File: src/rtl/dds_freq_meter.sv
// Measures an incoming sampled sinusoid over 2**NP_W rising crossings and
// returns the equivalent DDS tuning word 2**(ROM_AW+NP_W) / sample_count.
module dds_freq_meter #(
  parameter int ROM_AW = 8,
  parameter int ROM_DW = 8,
  parameter int NP_W   = 4,
  parameter int CNT_W  = 16,
  parameter int HYST   = 4
) (
  input  logic                     clk,
  input  logic                     rst,
  input  logic                     start,
  input  logic                     sample_vld,
  input  logic signed [ROM_DW-1:0] sample,
  output logic                     busy,
  output logic                     done,
  output logic                     err,
  output logic [ROM_AW-1:0]        kout
);

  localparam int QW = ROM_AW + NP_W + 1;
  localparam int SW = $clog2(QW);
  localparam logic [CNT_W-1:0] CNT_MAX = '1;
  localparam logic [NP_W-1:0]  PER_MAX = '1;
  localparam logic signed [ROM_DW-1:0] HP = ROM_DW'(HYST);
  localparam logic signed [ROM_DW-1:0] HN = -HP;

  typedef enum logic [2:0] {
    S_IDLE,
    S_ARM,
    S_MEAS,
    S_DIV,
    S_DONE
  } state_t;

  state_t r_state;
  state_t w_next;

  logic              r_pol;
  logic [CNT_W-1:0]  r_cnt;
  logic [NP_W-1:0]   r_per;
  logic [CNT_W-1:0]  r_rem;
  logic [QW-1:0]     r_q;
  logic [SW-1:0]     r_step;
  logic [ROM_AW-1:0] r_kout;
  logic              r_err;

  logic             w_pos;
  logic             w_neg;
  logic             w_rx;
  logic [CNT_W-1:0] w_cnt_inc;
  logic             w_tmo;
  logic             w_last_per;
  logic [CNT_W:0]   w_trial;
  logic             w_ge;
  logic [QW-1:0]    w_q_nx;
  logic             w_last_step;
  logic             w_ovr;

  assign w_pos       = sample >= HP;
  assign w_neg       = sample <= HN;
  assign w_rx        = sample_vld & ~r_pol & w_pos;
  assign w_cnt_inc   = r_cnt + 1'b1;
  assign w_tmo       = sample_vld & (w_cnt_inc == CNT_MAX);
  assign w_last_per  = r_per == PER_MAX;
  assign w_trial     = {r_rem, r_q[QW-1]};
  assign w_ge        = w_trial >= {1'b0, r_cnt};
  assign w_q_nx      = {r_q[QW-2:0], w_ge};
  assign w_last_step = r_step == SW'(QW - 1);
  assign w_ovr       = |w_q_nx[QW-1:ROM_AW];

  assign kout = r_kout;
  assign err  = r_err;

  always_ff @(posedge clk) begin
    if (rst) r_state <= S_IDLE;
    else     r_state <= w_next;
  end

  always_comb begin
    w_next = r_state;
    busy   = 1'b0;
    done   = 1'b0;
    unique case (r_state)
      S_IDLE: if (start) w_next = S_ARM;
      S_ARM: begin
        busy = 1'b1;
        if (w_rx)       w_next = S_MEAS;
        else if (w_tmo) w_next = S_DONE;
      end
      S_MEAS: begin
        busy = 1'b1;
        if (w_rx && w_last_per) w_next = S_DIV;
        else if (w_tmo)         w_next = S_DONE;
      end
      S_DIV: begin
        busy = 1'b1;
        if (w_last_step) w_next = S_DONE;
      end
      S_DONE: begin
        done   = 1'b1;
        w_next = S_IDLE;
      end
      default: w_next = S_IDLE;
    endcase
  end

  // Polarity tracker runs in every state so the first crossing after
  // start is a genuine NEG->POS edge.
  always_ff @(posedge clk) begin
    if (rst) begin
      r_pol  <= 1'b0;
      r_cnt  <= '0;
      r_per  <= '0;
      r_rem  <= '0;
      r_q    <= '0;
      r_step <= '0;
      r_kout <= '0;
      r_err  <= 1'b0;
    end else begin
      if (sample_vld) begin
        if (w_pos)      r_pol <= 1'b1;
        else if (w_neg) r_pol <= 1'b0;
      end
      unique case (r_state)
        S_IDLE: begin
          if (start) begin
            r_cnt <= '0;
            r_per <= '0;
          end
        end
        S_ARM: begin
          if (w_rx) begin
            r_cnt <= '0;
            r_per <= '0;
          end else if (sample_vld) begin
            r_cnt <= w_cnt_inc;
            if (w_tmo) begin
              r_kout <= '0;
              r_err  <= 1'b1;
            end
          end
        end
        S_MEAS: begin
          if (sample_vld) r_cnt <= w_cnt_inc;
          if (w_rx) r_per <= r_per + 1'b1;
          if (w_rx && w_last_per) begin
            r_rem  <= '0;
            r_q    <= {1'b1, {(QW-1){1'b0}}};
            r_step <= '0;
          end else if (w_tmo) begin
            r_kout <= '0;
            r_err  <= 1'b1;
          end
        end
        S_DIV: begin
          // r_q shifts numerator bits out the top and quotient bits in.
          r_rem  <= w_ge ? CNT_W'(w_trial - {1'b0, r_cnt})
                         : w_trial[CNT_W-1:0];
          r_q    <= w_q_nx;
          r_step <= r_step + 1'b1;
          if (w_last_step) begin
            r_kout <= w_ovr ? '1 : w_q_nx[ROM_AW-1:0];
            r_err  <= w_ovr;
          end
        end
        S_DONE: ;
        default: ;
      endcase
    end
  end

endmodule

File: config.mk
export PLATFORM = sky130hd
export DESIGN_NAME = dds_freq_meter
export DESIGN_NICKNAME = d
export VERILOG_FILES = /design/src/rtl/dds_freq_meter.sv
export SDC_FILE = /design/constraint.sdc
export NUM_CORES = 1
export LEC_CHECK = 0
export CORE_MARGIN = 5
export CORE_UTILIZATION = 30
export CTS_CLUSTER_SIZE = 30
export DETAILED_ROUTE_END_ITERATION = 12
export HOLD_SLACK_MARGIN = 0.1
export PLACE_DENSITY_LB_ADDON = 0.05
export SETUP_SLACK_MARGIN = 0.2
export SLEW_MARGIN = 20
export SYNTH_ARGS = -nofsm -noshare
export SYNTH_HDL_FRONTEND = slang
export SYNTH_SLANG_ARGS = --single-unit
File: constraint.sdc
create_clock -name clk -period 6 [get_ports clk]
set_input_delay 0.6 -clock clk [delete_from_list [all_inputs] [get_ports clk]]
set_output_delay 0.6 -clock clk [all_outputs]
set_load 0.01 [all_outputs]
==> reports/results.ini, run 1 <==
[layout]
stdcell_area_mm2 = 0.00463
seq_area_mm2 = 0.00132
final_cell_count_no_fill = 691
drive_gt1_frac = 0.0583
fillers = 1426
area_growth_pct = 16.8
num_antenna_cells = 0
final_core_util = 0.354
nets = 544
multi_input_area_mm2 = 0.00247

[grt]
antenna_found_initial = 0
grt_pass1_wl_mm = 18.1
grt_max_degree = 48
grtUsageTotal = 0.143
grt_overflow_total = 0
grt_pass1_vias = 3518

[sta]
fin_ws_ns = 2.69
rsz0062_at_grt = no
worstMarginPinSlew_ns = 0.980
setup_viol = 0
tns_ns = 0
fin_skew_ns = 0.00477
whs_ns = 0.467
period_minus_slack_ns = 3.31
final_max_slew_viol_count = 0
fmax_mhz = 302
finalCritPeriodShare = 0.551
finalHoldViolCount = 0
max_slew_margin = 0.347

[critical_path]
worstPathArrival_ns = 3.57
setup.worst_path.end = r_rem[15]
critPathRequiredTime_ns = 6.26
path_class = reg2reg
crit_path_end_kind = flop
start_kind = flop
cp_max_fo = 21
reg2reg_depth = 9
rrSetupSlack_ns = 2.69
r2r_start = r_cnt[1]
cp-startpoint = r_cnt[1]
timing.rr.end = r_rem[15]

[synth]
async_reset_ff_frac = 0
synth_top_area_frac = 0.333
synth_edf_count = 0
ys.flop_type = dfxtp_1
synth_top_area_cell = dfxtp_1
synth-seq-area-share = 0.333
synthCells = 493
synth_commonest_cells = 66 x dfxtp_1, 43 x nor2_1, 42 x a21oi_1, 42 x nand3_1, 39 x nand2_1
ys_ff_latch = 66
yosys-top-cells-area = dfxtp_1 33%, ha_1 6.6%, a21oi_1 5.3%, nand3_1 5.3%, nor2_1 4.1%
syn_area_per_cell_um2 = 8.04
syn_area_mm2 = 0.00396
yosys_warnings = 0
synth_most_common_cell = dfxtp_1
synth.net_count = 527
synth_cell_types = 64

[clock_network]
cts_resized = 0
cts.clk_slew.worst_paths_ns = 0.06
postCtsHoldBufs = 0
cts_buffers = 9
htreeDepth = 3
tritoncts = built
cts_root_buffer = clkbuf_16
clkSinkCount = 66
clockBufferDepth = 2
clk_latency_ns = 0.34
cts_setup_buffers = 0

[detailed_routing]
post_drt_wl_per_cell_um = 15.8
drtPass1Iterations = 5
drc = 0
ant_nets = 0
num_vias = 3675
vias_per_cell = 5.32
wl_mm = 10.9
drt_iter0_markers = 300

[die]
dieArea_mm2 = 0.0156
rows = 42
io-pin-count = 23
die_w_um = 125
die_h_um = 125
initial_core_util = 0.303
core-area_mm2 = 0.0131

[place]
hpwl_mm = 7.94
routabilityCongestion = 0.826
pre_cts_ws_ns = 2.61
io_buffer_count = 22
dpl.cell_count = 675
place_area_mm2 = 0.00434

[min_path]
hold_path_class = reg2reg

[flow_run]
cap_violations = 0

[pwr]
p_leak_nw = 1.59
irDropWorstVdd_v = 0.000106
p_total_mw = 1.10
power_density_mw_per_mm2 = 238

[outcome]
status = complete, no violations

-- sequential cells by signal (all words and copies together) (netlist names) --
signal,count
kout,8
r_q,13
r_state,3
r_cnt,16
r_pol,1
r_step,4
err,1
r_rem,16
r_per,4
-- how the worst min path moves through the flow --
stage	start	to	slack [ns]	depth (start not counted)
2_1_floorplan	r_q[9]	r_q[10]	0.44	2
4_1_cts	r_q[10]	r_q[11]	0.47	2
6_report	r_q[10]	r_q[11]	0.47	2
3_5_place_dp	r_q[10]	r_q[11]	0.46	2
3_3_place_gp	r_q[10]	r_q[11]	0.46	2
5_1_grt	r_q[3]	r_q[4]	0.50	2
-- worst max-delay path: stages (launching register included) --
cell      delay [ns]
dfxtp_1         0.53
inv_1           0.08
ha_1            0.30
nor2b_1         0.20
o21bai_1        0.16
a2111o_1        0.46
a31oi_1         0.25
nand2b_1        0.56
or2_1           0.51
o21ai_0         0.18
-- cells by family (layout without fill, tap and decap cells) --
group	Yosys count	in the layout	synth area share
AO/OA/AOI/OAI	127	127	0.205
XOR/XNOR	24	24	0.0530
adder cells (fa/ha/maj)	22	22	0.0713
buffers and inverters	42	64	0.0439
flip-flops	66	66	0.333
multiplexers	9	9	0.0230
AND/OR/NAND/NOR	203	203	0.270
-- placed cells by master (no fill, tap or decap), types with 3 or more instances in the layout --
| master | netlist | final |
|---|---|---|
| ha_1 | 21 | 21 |
| dfxtp_1 | 66 | 66 |
| o21bai_1 | 3 | 3 |
| nand3_1 | 42 | 42 |
| and2_1 | 3 | 3 |
| inv_1 | 21 | 21 |
| a21o_1 | 6 | 6 |
| a31oi_1 | 7 | 7 |
| nor2b_1 | 7 | 7 |
| a211oi_1 | 6 | 6 |
| a21oi_1 | 42 | 42 |
| xnor2_1 | 14 | 14 |
| o21a_1 | 5 | 5 |
| nor2_1 | 43 | 43 |
| or3_1 | 4 | 4 |
| nand2b_1 | 5 | 5 |
| clkbuf_16 | 0 | 9 |
| nor3_1 | 16 | 16 |
| o21ai_0 | 20 | 20 |
| nand4_1 | 9 | 9 |
| nand2_1 | 39 | 39 |
| a32oi_1 | 6 | 6 |
| mux2i_1 | 8 | 8 |
| o211ai_1 | 4 | 4 |
| buf_4 | 1 | 4 |
| xor2_1 | 10 | 10 |
| clkdlybuf4s50_1 | 0 | 22 |
| o22ai_1 | 8 | 8 |
| nor4_1 | 4 | 4 |
| nand3b_1 | 9 | 9 |
| a311oi_1 | 3 | 3 |
| clkinv_2 | 0 | 4 |
| or4_1 | 4 | 4 |
-- metal layers --
layer	vias to the layer above	share of wire	wire, µm	track usage
met1	1752	0.50	5420	0.191
li1	1837	-	-	-
met3	17	0.036	392	0.0269
met5	-	0	0	0
met2	69	0.45	4940	0.232
met4	0	0.017	187	0.0517
-- final cells by class --
cell class | count | area share
multi-input combinational | 385 | 0.533
sequential | 66 | 0.285
timing repair buffer | 26 | 0.0541
clock buffer | 10 | 0.0495
tap | 176 | 0.0476
inverter | 22 | 0.0178
clock inverter | 6 | 0.0124
-- power breakdown --
| group | internal (mW) | leakage [nW] | switching, mW | total (mW) |
|---|---|---|---|---|
| combinational | 0.0528 | 0.919 | 0.0763 | 0.129 |
| sequential | 0.443 | 0.532 | 0.00659 | 0.450 |
| clock | 0.319 | 0.142 | 0.202 | 0.521 |
(Power assumes the default switching activity.)
==> run 2: changes to the inputs <==
==> constraint.sdc (replaced) <==
create_clock -name clk -period 2.75 [get_ports clk]
set_input_delay 0.275 -clock clk [delete_from_list [all_inputs] [get_ports clk]]
set_output_delay 0.275 -clock clk [all_outputs]
set_load 0.01 [all_outputs]
==> run 2 against run 1 <==
Via count grew 2.2%. Wire length grew 4.3%. Final cell count grew 5.8%. Non-clock buffer count grew 40. Critical endpoint is now kout[7].
==> reports/results.ini, run 2 (synthesized netlist as in run 1, its figures left out) <==
[grt]
grt_pass1_vias = 3592  ; +2.1%
grt_max_degree = 26  ; -46%
antenna_found_initial = 0  ; unchanged
grt_pass1_wl_mm = 18.5  ; +2.2%
grtUsageTotal = 0.147  ; +0.00389
grt_overflow_total = 0  ; unchanged

[die]
dieArea_mm2 = 0.0156  ; unchanged
die_w_um = 125  ; unchanged
die_h_um = 125  ; unchanged
io-pin-count = 23  ; unchanged
core-area_mm2 = 0.0131  ; unchanged
initial_core_util = 0.303  ; unchanged
rows = 42  ; unchanged

[layout]
drive_gt1_frac = 0.177  ; +0.118
final_cell_count_no_fill = 731  ; +5.8%
num_antenna_cells = 0  ; unchanged
final_cell_mix = 58 x dfxtp_1, 43 x nor2_1, 42 x nand3_1
reg_top3 = r_cnt x16, r_rem x16, r_q x13
nets = 584  ; +7.4%
area_growth_pct = 29.5
final_common_cell = dfxtp_1

[min_path]
hold_path_class = reg2reg
hp-start = r_q[10]
whs_path_depth = 2  ; unchanged
hold_end = r_q[11]

[critical_path]
cp-startpoint = r_cnt[11]
path_delay_family = simple AND/OR/NAND/NOR gates
rrSetupSlack_ns = 0.28  ; -2.41 ns
cp_max_fo = 6  ; -71%
path_common_cell = or4_4
crit_path_end_kind = flop
worstPathArrival_ns = 2.69  ; -0.88 ns
timing.rr.end = kout[7]
crit_path_cell_trace = nand2_8 > or4_4 > or4_4 > nor2_4 > nand4_4 > nor4b_4 > buf_4 > o22ai_1
path_class = reg2reg
start_kind = flop
cp_num_buf_inv = 1  ; unchanged
reg2reg_depth = 8  ; -1
critPathRequiredTime_ns = 2.97  ; -3.29 ns
cpPeakStageDelay_ns = 0.50  ; -0.06 ns
r2r_start = r_cnt[11]
slowest_stage = or4_4

[clock_network]
cts.clk_slew.worst_paths_ns = 0.06  ; about the same
cts_buffers = 9  ; unchanged
htreeDepth = 3  ; unchanged
clockBufferDepth = 2  ; unchanged
cts_root_buffer = clkbuf_16
clk_latency_ns = 0.34  ; about the same
postCtsHoldBufs = 0  ; unchanged
clkSinkCount = 66  ; unchanged
tritoncts = built

[sta]
period_minus_slack_ns = 2.47  ; -0.838 ns
fin_skew_ns = 0.00878  ; +0.00401 ns
fin_ws_ns = 0.282  ; -2.41 ns
rsz0062_at_grt = yes
setup_viol = 0  ; unchanged
worstMarginPinSlew_ns = 0.744  ; -0.236 ns
fmax_mhz = 405  ; +34%
finalCritPeriodShare = 0.897  ; +0.346
finalHoldViolCount = 0  ; unchanged
tns_ns = 0  ; unchanged
final_max_slew_viol_count = 0  ; unchanged
max_slew_margin = 0.503  ; +0.156
whs_ns = 0.467  ; +0.0000970 ns

[outcome]
status = complete, no violations

[detailed_routing]
ant_nets = 0  ; unchanged
vias_per_cell = 5.14  ; -3.4%
num_vias = 3755  ; +2.2%
drc = 0  ; unchanged
wl_mm = 11.4  ; +4.3%
post_drt_wl_per_cell_um = 15.6  ; -1.4%
drt_iter0_markers = 172  ; -43%
drtPass1Iterations = 4  ; -1

[place]
dpl.cell_count = 709  ; +5.0%
routabilityCongestion = 0.780  ; -5.6%
pre_cts_ws_ns = 0.0375  ; -2.57 ns
io_buffer_count = 22  ; unchanged
hpwl_mm = 8.41  ; +5.9%

[pwr]
p_leak_nw = 1.84  ; +15%
p_total_mw = 2.57  ; +130%
irDropWorstVdd_v = 0.000220  ; +110%
power_density_mw_per_mm2 = 502  ; +110%

[flow_run]
cap_violations = 0  ; unchanged

-- run 2: changes by cell type in the layout (fill, tap and decap cells not counted), moves of 4 or more --
cell,previous run,this run
buf_4,4,39
dfxtp_1,66,58
dfxtp_2,0,6
ha_1,21,16
buf_6,0,4
-- run 2: worst max-delay path by stage --
stage                      endpoint  cells after the start
final                       kout[7]                      8
after detailed placement        err                      8
after global placement          err                      8
after CTS                 r_rem[14]                     10
after global routing      r_rem[11]                     10
after floorplan            r_rem[0]                     11
-- run 2: final cells by class --
type | count | area (µm²)
Tap cell | 176 | 220
Clock buffer | 10 | 239
Inverter | 22 | 82.6
Multi-Input combinational cell | 385 | 2600
Sequential cell | 66 | 1340
Clock inverter | 6 | 90.1
Fill cell | 1376 | 7950
Timing Repair Buffer | 66 | 563
-- run 2: tightest hold or removal path, cell delays in order, from the launching register on --
cell,delay [ns]
dfxtp_1,0.32
nand2_1,0.05
a21oi_1,0.05
-- run 2: per-stage QoR --
| step | area (µm²) | utilization |
|---|---|---|
| after floorplan | 3970 | - |
| after global placement | 4600 | 0.351 |
| after detailed placement | 4600 | 0.351 |
| after CTS | 4950 | 0.379 |
| after global routing | 5130 | 0.392 |
| final | 5130 | 0.392 |
-- run 2: per-layer routing --
metal | vias to the layer above | routed length [µm] | global-route usage
met5 | - | 0 | 0
met4 | 0 | 204 | 0.0491
met3 | 12 | 321 | 0.0358
met2 | 48 | 5370 | 0.237
met1 | 1768 | 5500 | 0.195
li1 | 1927 | - | -
-- run 2: what timing repair did --
| item | CTS | global route |
|---|---|---|
| buffers inserted | 0 | 4 |
| resized for setup | 4 | 34 |
| endpoints found under the hold margin | 0 | 0 |
| gates cloned | 0 | 2 |
| setup endpoints to repair | 7 | 26 |
| pin swaps | 0 | 11 |
-- run 2: power breakdown --
part | leakage [nW] | internal, mW | switching, mW | total, mW
clock | 0.159 | 0.819 | 0.450 | 1.27
sequential | 0.537 | 0.966 | 0.0136 | 0.979
combinational | 1.14 | 0.147 | 0.179 | 0.326
total | 1.84 | 1.93 | 0.643 | 2.57
